==> src/rtl/disk_image_pkg.sv <==
// Shared types and geometry defaults for the disk image loader.
package disk_image_pkg;

  typedef enum logic [1:0] {
    IDLE      = 2'd0,
    RECEIVE   = 2'd1,
    WAIT_STOP = 2'd2
  } state_t;

  localparam int DSK_TRACKS      = 35;
  localparam int DSK_TRACK_BYTES = 6656;

  // Bits needed to index n items, never less than one.
  function automatic int addr_width(input int n);
    return (n > 1) ? $clog2(n) : 1;
  endfunction

endpackage

==> src/rtl/disk_image_loader_strobe_sync.sv <==
// Two-flop synchroniser with rising-edge detect for slow PS-to-PL strobes.
module strobe_sync (
  input  logic clk,
  input  logic rst,
  input  logic async_in,
  output logic strobe
);

  logic [1:0] sync_q;
  logic       prev_q;

  always_ff @(posedge clk or posedge rst) begin
    if (rst) begin
      sync_q <= 2'b00;
      prev_q <= 1'b0;
    end else begin
      sync_q <= {sync_q[0], async_in};
      prev_q <= sync_q[1];
    end
  end

  assign strobe = sync_q[1] & ~prev_q;

endmodule

==> src/rtl/disk_image_loader.sv <==
// Receives a strobed disk image from the PS and issues track RAM writes.
// Optional DISK_IMAGE_LOADER_CKSUM_EN adds a byte checksum verified by the stop byte.
//
// state     | meaning
// IDLE      | waiting for a start cycle
// RECEIVE   | writing image bytes, one per data strobe
// WAIT_STOP | image complete, waiting for the stop cycle
module disk_image_loader
  import disk_image_pkg::*;
#(
  parameter int NUM_DRIVES  = 2,
  parameter int TRACKS      = DSK_TRACKS,
  parameter int TRACK_BYTES = DSK_TRACK_BYTES,
  parameter int DATA_W      = 8,
  parameter int DRIVE_W     = addr_width(NUM_DRIVES),
  parameter int ADDR_W      = addr_width(TRACKS * TRACK_BYTES)
) (
  input  logic                  CLK_14M,
  input  logic                  RESET,
  input  logic                  image_clk,
  input  logic                  image_start,
  input  logic [DATA_W-1:0]     image_data,
  output logic                  mem_we,
  output logic [DRIVE_W-1:0]    mem_drive,
  output logic [ADDR_W-1:0]     mem_addr,
  output logic [DATA_W-1:0]     mem_wdata,
  output logic [5:0]            cur_track,
  output logic                  busy,
  output logic                  done,
  output logic                  error,
  output logic [NUM_DRIVES-1:0] loaded
`ifdef DISK_IMAGE_LOADER_CKSUM_EN
  , output logic [15:0]         cksum
`endif
);

  localparam int OFF_W = addr_width(TRACK_BYTES);
  localparam logic [OFF_W-1:0]  OFF_LAST  = OFF_W'(TRACK_BYTES - 1);
  localparam logic [5:0]        TRK_LAST  = 6'(TRACKS - 1);
  localparam logic [DATA_W-1:0] DRV_LIMIT = DATA_W'(NUM_DRIVES);

  logic              strobe;
  logic              strb_q;
  logic              start_q;
  logic [DATA_W-1:0] data_q;

  state_t             state_q, state_d;
  logic [DRIVE_W-1:0] drive_q;
  logic [OFF_W-1:0]   offset_q;
  logic [5:0]         track_q;
  logic [ADDR_W-1:0]  addr_q;

  logic do_start, do_write, do_stop, set_err, stop_ok, drive_ok;
  logic last_byte, last_track;

  strobe_sync u_sync (
    .clk      (CLK_14M),
    .rst      (RESET),
    .async_in (image_clk),
    .strobe   (strobe)
  );

  // The PS holds start/data stable well around the strobe, so a plain capture suffices.
  always_ff @(posedge CLK_14M or posedge RESET) begin
    if (RESET) begin
      strb_q  <= 1'b0;
      start_q <= 1'b0;
      data_q  <= '0;
    end else begin
      strb_q <= strobe;
      if (strobe) begin
        start_q <= image_start;
        data_q  <= image_data;
      end
    end
  end

  assign drive_ok   = data_q < DRV_LIMIT;
  assign last_byte  = offset_q == OFF_LAST;
  assign last_track = track_q == TRK_LAST;

`ifdef DISK_IMAGE_LOADER_CKSUM_EN
  logic [15:0] cksum_q;
  assign stop_ok = data_q == cksum_q[DATA_W-1:0];
  assign cksum   = cksum_q;
`else
  assign stop_ok = 1'b1;
`endif

  always_ff @(posedge CLK_14M or posedge RESET) begin
    if (RESET) state_q <= IDLE;
    else       state_q <= state_d;
  end

  always_comb begin
    state_d  = state_q;
    do_start = 1'b0;
    do_write = 1'b0;
    do_stop  = 1'b0;
    set_err  = 1'b0;
    if (strb_q) begin
      if (start_q) begin
        // A start outside IDLE aborts the current load before restarting.
        if (state_q != IDLE) set_err = 1'b1;
        if (drive_ok) begin
          do_start = 1'b1;
          state_d  = RECEIVE;
        end else begin
          set_err = 1'b1;
          state_d = IDLE;
        end
      end else begin
        case (state_q)
          RECEIVE: begin
            do_write = 1'b1;
            if (last_byte && last_track) state_d = WAIT_STOP;
          end
          WAIT_STOP: begin
            do_stop = 1'b1;
            if (!stop_ok) set_err = 1'b1;
            state_d = IDLE;
          end
          default: ;
        endcase
      end
    end
  end

  always_ff @(posedge CLK_14M or posedge RESET) begin
    if (RESET) begin
      mem_we    <= 1'b0;
      mem_addr  <= '0;
      mem_wdata <= '0;
      done      <= 1'b0;
      error     <= 1'b0;
      loaded    <= '0;
      drive_q   <= '0;
      offset_q  <= '0;
      track_q   <= '0;
      addr_q    <= '0;
`ifdef DISK_IMAGE_LOADER_CKSUM_EN
      cksum_q   <= '0;
`endif
    end else begin
      mem_we <= do_write;
      done   <= do_stop && stop_ok;
      if (do_start) begin
        drive_q  <= data_q[DRIVE_W-1:0];
        offset_q <= '0;
        track_q  <= '0;
        addr_q   <= '0;
        error    <= 1'b0;
        loaded[data_q[DRIVE_W-1:0]] <= 1'b0;
`ifdef DISK_IMAGE_LOADER_CKSUM_EN
        cksum_q  <= '0;
`endif
      end else if (do_write) begin
        mem_addr  <= addr_q;
        mem_wdata <= data_q;
        addr_q    <= addr_q + ADDR_W'(1);
`ifdef DISK_IMAGE_LOADER_CKSUM_EN
        cksum_q   <= cksum_q + 16'(data_q);
`endif
        if (last_byte) begin
          offset_q <= '0;
          if (!last_track) track_q <= track_q + 6'd1;
        end else begin
          offset_q <= offset_q + OFF_W'(1);
        end
      end
      if (do_stop && stop_ok) loaded[drive_q] <= 1'b1;
      if (set_err) error <= 1'b1;
    end
  end

  assign mem_drive = drive_q;
  assign cur_track = track_q;
  assign busy      = state_q != IDLE;

endmodule
==> config.mk <==
export PLATFORM = sky130hd
export DESIGN_NAME = disk_image_loader
export DESIGN_NICKNAME = d
export VERILOG_FILES = /design/src/rtl/disk_image_pkg.sv /design/src/rtl/disk_image_loader_strobe_sync.sv /design/src/rtl/disk_image_loader.sv
export SDC_FILE = /design/constraint.sdc
export NUM_CORES = 1
export LEC_CHECK = 0
export ABC_CLOCK_PERIOD_IN_PS = 2900
export BUFFER_PORTS_ARGS = -buffer_cell sky130_fd_sc_hd__buf_2
export CAP_MARGIN = 0
export CORE_ASPECT_RATIO = 1.2
export CORE_MARGIN = 1
export CORE_UTILIZATION = 45
export DETAILED_ROUTE_END_ITERATION = 7
export PLACE_DENSITY_LB_ADDON = 0.15
export SKIP_CTS_REPAIR_TIMING = 1
export SLEW_MARGIN = 40
export SYNTH_ARGS = -nofsm -noshare
export SYNTH_HDL_FRONTEND = slang
export SYNTH_SLANG_ARGS = --single-unit
==> constraint.sdc <==
create_clock -name CLK_14M -period 2.9 [get_ports CLK_14M]
set_input_delay 0.58 -clock CLK_14M [delete_from_list [all_inputs] [get_ports CLK_14M]]
set_output_delay 0.58 -clock CLK_14M [all_outputs]
set_load 0.1 [all_outputs]
==> impl_metrics.csv <==
group,metric,value,unit
finish,layout-drive-gt1-share,21.2,%
grt,first_global_vias,2636,
floorplanning,initial_utilization,47.2,%
sta,unrepaired_setup_endpoints_after_global_routing,"false",
synth,yosys_warnings,0,
clock_tree,ctsHtreeMaxLevel,3,
drt,detail_route.iter0.violations,125,
sta,final-max-slew-violation-count,0,
synth,netlist-cell-type-count,37,
clock_tree,clkSlewWorstSetupHoldPaths,0.10,ns
floorplanning,placement_rows,35,
drt,detail_route.vias_per_cell,5.36,
synth,synth_enable_flop_cells,0,
floorplanning,num_ports,51,
grt,grt_remaining_overflow,0,
grt,global_route_usage_over_all_layers,18.9,%
synth,post_synth.cell_area_avg,9.95,um2
setup_path,critical_path.cell_chain,"nand4bb_2 -> buf_12 -> nor3_1 -> a211oi_1 -> a31o_2",
pwr,powerDensity,774,nW/um2
pwr,leakage_power_summed_over_all_cells,0.00207,uW
clock_tree,cts_buffers,9,
clock_tree,insertion_delay,0.36,ns
clock_tree,cts.path.max_buffers,2,
finish,area_growth,15.8,%
drt,dr_pass1_iterations,6,
synth,async_sr_flop_fraction,100,%
sta,finalCritPeriodShare,77.1,%
synth,synth_top_flop_cell,"sky130_fd_sc_hd__dfrtp_1",
floorplanning,core-area,7790,um2
setup_path,worst_ep_arrival_time,2.49,ns
pwr,maximum_ir_drop_on_the_vdd_rail,658,uV
clock_tree,cts_tree,"done",
sta,worst_pin_slew,0.631,ns
finish,final-instance-count-excl-fill,517,
sta,relSlewSlack,57.6,%
setup_path,worst_path_dominant_cell_family,"simple AND/OR/NAND/NOR gates",
finish,antenna_cells,0,
floorplanning,dieWidth,84.6,um
grt,grt_first_pass_wirelength,12700,um
place,detailed_place_hpwl,5020,um
synth,seq_area_frac_synth,57.1,%
setup_path,worst_setup_path_start_kind,"register",
setup_path,ws_path_type,"register to register",
clock_tree,clock-sinks,84,
drt,total_wire_length_after_detailed_routing,7590,um
run,maxCapViolCount,0,
floorplanning,die-height,101,um
min_path,hold_class,"input port to async pin",
drt,routed_via_count,2769,
setup_path,timing.critical_path.fanout_max,47,
place,io_buffers,50,
sta,timing_hold_violations_final,0,
finish,fin_nets,436,
drt,drc_errors,2,
sta,post-route-min-period,2.24,ns
synth,flip_flop_and_latch_count_after_synthesis,84,
clock_tree,clock_root_cell,"sky130_fd_sc_hd__clkbuf_8",
setup_path,worst_path_largest_cell_delay,0.56,ns
place,dpl.cell_count,501,
drt,drt.antenna.violating_nets,0,
sta,max_clock_freq,447,MHz
synth,syn_inst,370,
setup_path,required,3.15,ns
setup_path,worst-path-buf-inv,1,
setup_path,setup.worst_path.end_class,"register",
sta,finalClockSkew,0.0123,ns
sta,finalSetupViolations,0,
sta,finalSetupTns,0,ns
setup_path,cpMaxStageDelayCell,"sky130_fd_sc_hd__nor3_1",
outcome,result_of_the_run,"complete, but fails checks",
drt,routed_wire_length_per_instance,14.7,um
place,place.gp.congestion,0.806,
floorplanning,dieArea,8540,um2
outcome,violations,"design-rule violations",
synth,post_synth_design_cell_area,3680,um2
grt,antenna_violations_before_repair,0,
grt,maximum_number_of_pins_on_one_net_before_global_route_repair,48,
synth,synth_nets,386,
## routing by layer
layer / vias up / share of wire, % / global-route usage (%)
li1: 1374 / - / -
met1: 1337 / 46 / 25.1
met2: 48 / 49 / 30.8
met3: 10 / 3.4 / 3.85
met4: 0 / 1.4 / 7.30
met5: - / 0 / 0
## sequential cells by signal (all words and copies together) (netlist names)
| register | count |
|---|---|
| data_q | 8 |
| cur_track | 6 |
| offset_q | 13 |
| addr_q | 18 |
| done | 1 |
| mem_drive | 1 |
| loaded | 2 |
| start_q | 1 |
| u_sync.prev_q | 1 |
| mem_addr | 18 |
| strb_q | 1 |
| state_q | 2 |
| mem_wdata | 8 |
| mem_we | 1 |
| u_sync.sync_q | 2 |
| error | 1 |
## worst reg2reg max path, cell delays in order, from the launching register on
cell and delay, ns:
sky130_fd_sc_hd__dfrtp_1 0.44, sky130_fd_sc_hd__nand4bb_2 0.43, sky130_fd_sc_hd__buf_12 0.29, sky130_fd_sc_hd__nor3_1 0.57, sky130_fd_sc_hd__a211oi_1 0.16, sky130_fd_sc_hd__a31o_2 0.24
## worst paths after layout
check	from	endpoint	slack, ns	cells after the start
worst max-delay path	start_q	addr_q[15]	0.66	5
worst min-delay path	RESET	mem_addr[4]	0.25	2
worst max register to register	start_q	addr_q[15]	0.66	5
worst min register to register	u_sync.sync_q[0]	u_sync.sync_q[1]	0.36	0
max in group asynchronous	RESET	offset_q[3]	2.01	3
min in group CLK_14M	image_clk	u_sync.sync_q[0]	0.32	1
## cell type report
class,count,area (um2)
Inverter,12,47.5
Clock buffer,9,124
Multi-Input combinational cell,257,1470
Tap cell,92,115
Clock inverter,7,85.1
Timing Repair Buffer,56,320
Fill cell,725,3530
Sequential cell,84,2100
## stage by stage
step,total power [uW],setup slack [ns],instance area [um2],utilization (%),hold slack [ns]
2_1_floorplan,2260,0.155,3680,-,0.331
3_5_place_dp,2450,0.690,4050,52.0,0.339
4_1_cts,3330,0.664,4260,54.7,0.305
5_1_grt,3450,0.489,4260,54.7,0.292
6_report,3300,0.664,4260,54.7,0.252
3_3_place_gp,2440,0.759,4050,51.9,0.332
## synthesized netlist by cell type (2+ instances only)
cell,n,share of area [%]
sky130_fd_sc_hd__nand4_1,12,2.0
sky130_fd_sc_hd__nor3_1,8,1.1
sky130_fd_sc_hd__buf_1,5,0.51
sky130_fd_sc_hd__nand4_4,2,1.2
sky130_fd_sc_hd__a31oi_1,3,0.51
sky130_fd_sc_hd__xnor2_1,12,2.9
sky130_fd_sc_hd__a31o_2,2,0.48
sky130_fd_sc_hd__nor2_1,22,2.2
sky130_fd_sc_hd__a21oi_1,17,2.3
sky130_fd_sc_hd__nand3_1,8,1.1
sky130_fd_sc_hd__nor4_1,10,1.7
sky130_fd_sc_hd__nand2_1,91,9.3
sky130_fd_sc_hd__xor2_1,5,1.2
sky130_fd_sc_hd__ha_1,4,1.4
sky130_fd_sc_hd__o21ai_0,16,2.2
sky130_fd_sc_hd__o31ai_1,5,1.0
sky130_fd_sc_hd__a211oi_1,2,0.41
sky130_fd_sc_hd__clkbuf_1,10,1.0
sky130_fd_sc_hd__or4_1,6,1.2
sky130_fd_sc_hd__mux2_2,9,2.8
sky130_fd_sc_hd__inv_1,12,1.2
sky130_fd_sc_hd__dfrtp_1,84,57
sky130_fd_sc_hd__nand4bb_1,2,0.61
sky130_fd_sc_hd__or3_1,10,1.7
## placed cells by master, fill, tap and decap left out, types with 2 or more instances in the layout
master,instances
sky130_fd_sc_hd__or3_1,10
sky130_fd_sc_hd__xnor2_1,12
sky130_fd_sc_hd__nor4_1,10
sky130_fd_sc_hd__clkbuf_8,9
sky130_fd_sc_hd__a211oi_1,2
sky130_fd_sc_hd__a31o_2,2
sky130_fd_sc_hd__o31ai_1,5
sky130_fd_sc_hd__a31oi_1,3
sky130_fd_sc_hd__nand2_1,91
sky130_fd_sc_hd__xor2_1,5
sky130_fd_sc_hd__nand4_1,12
sky130_fd_sc_hd__nor2_1,22
sky130_fd_sc_hd__buf_2,50
sky130_fd_sc_hd__inv_6,2
sky130_fd_sc_hd__nand3_1,8
sky130_fd_sc_hd__nor3_1,8
sky130_fd_sc_hd__mux2_2,9
sky130_fd_sc_hd__nand4_4,2
sky130_fd_sc_hd__buf_4,4
sky130_fd_sc_hd__dfrtp_1,84
sky130_fd_sc_hd__ha_1,4
sky130_fd_sc_hd__buf_12,2
sky130_fd_sc_hd__or4_1,6
sky130_fd_sc_hd__a21oi_1,17
sky130_fd_sc_hd__o21ai_0,16
sky130_fd_sc_hd__inv_1,11
## report_power, final
| group | switching [uW] | leakage (uW) | internal [uW] |
|---|---|---|---|
| clock | 463 | 0.000103 | 411 |
| sequential | 130 | 0.00112 | 1320 |
| combinational | 810 | 0.000849 | 167 |
| total | 1400 | 0.00207 | 1890 |
## logic make-up after synthesis
family | count (synthesis) | synth area share, %
XOR/XNOR | 17 | 4.05
multiplexers | 10 | 3.03
AND/OR/NAND/NOR | 179 | 23.9
adder cells (fa/ha/maj) | 4 | 1.36
AO/OA/AOI/OAI | 47 | 7.38
buffers and inverters | 29 | 3.20
flip-flops | 84 | 57.1
(Power assumes the default switching activity.)
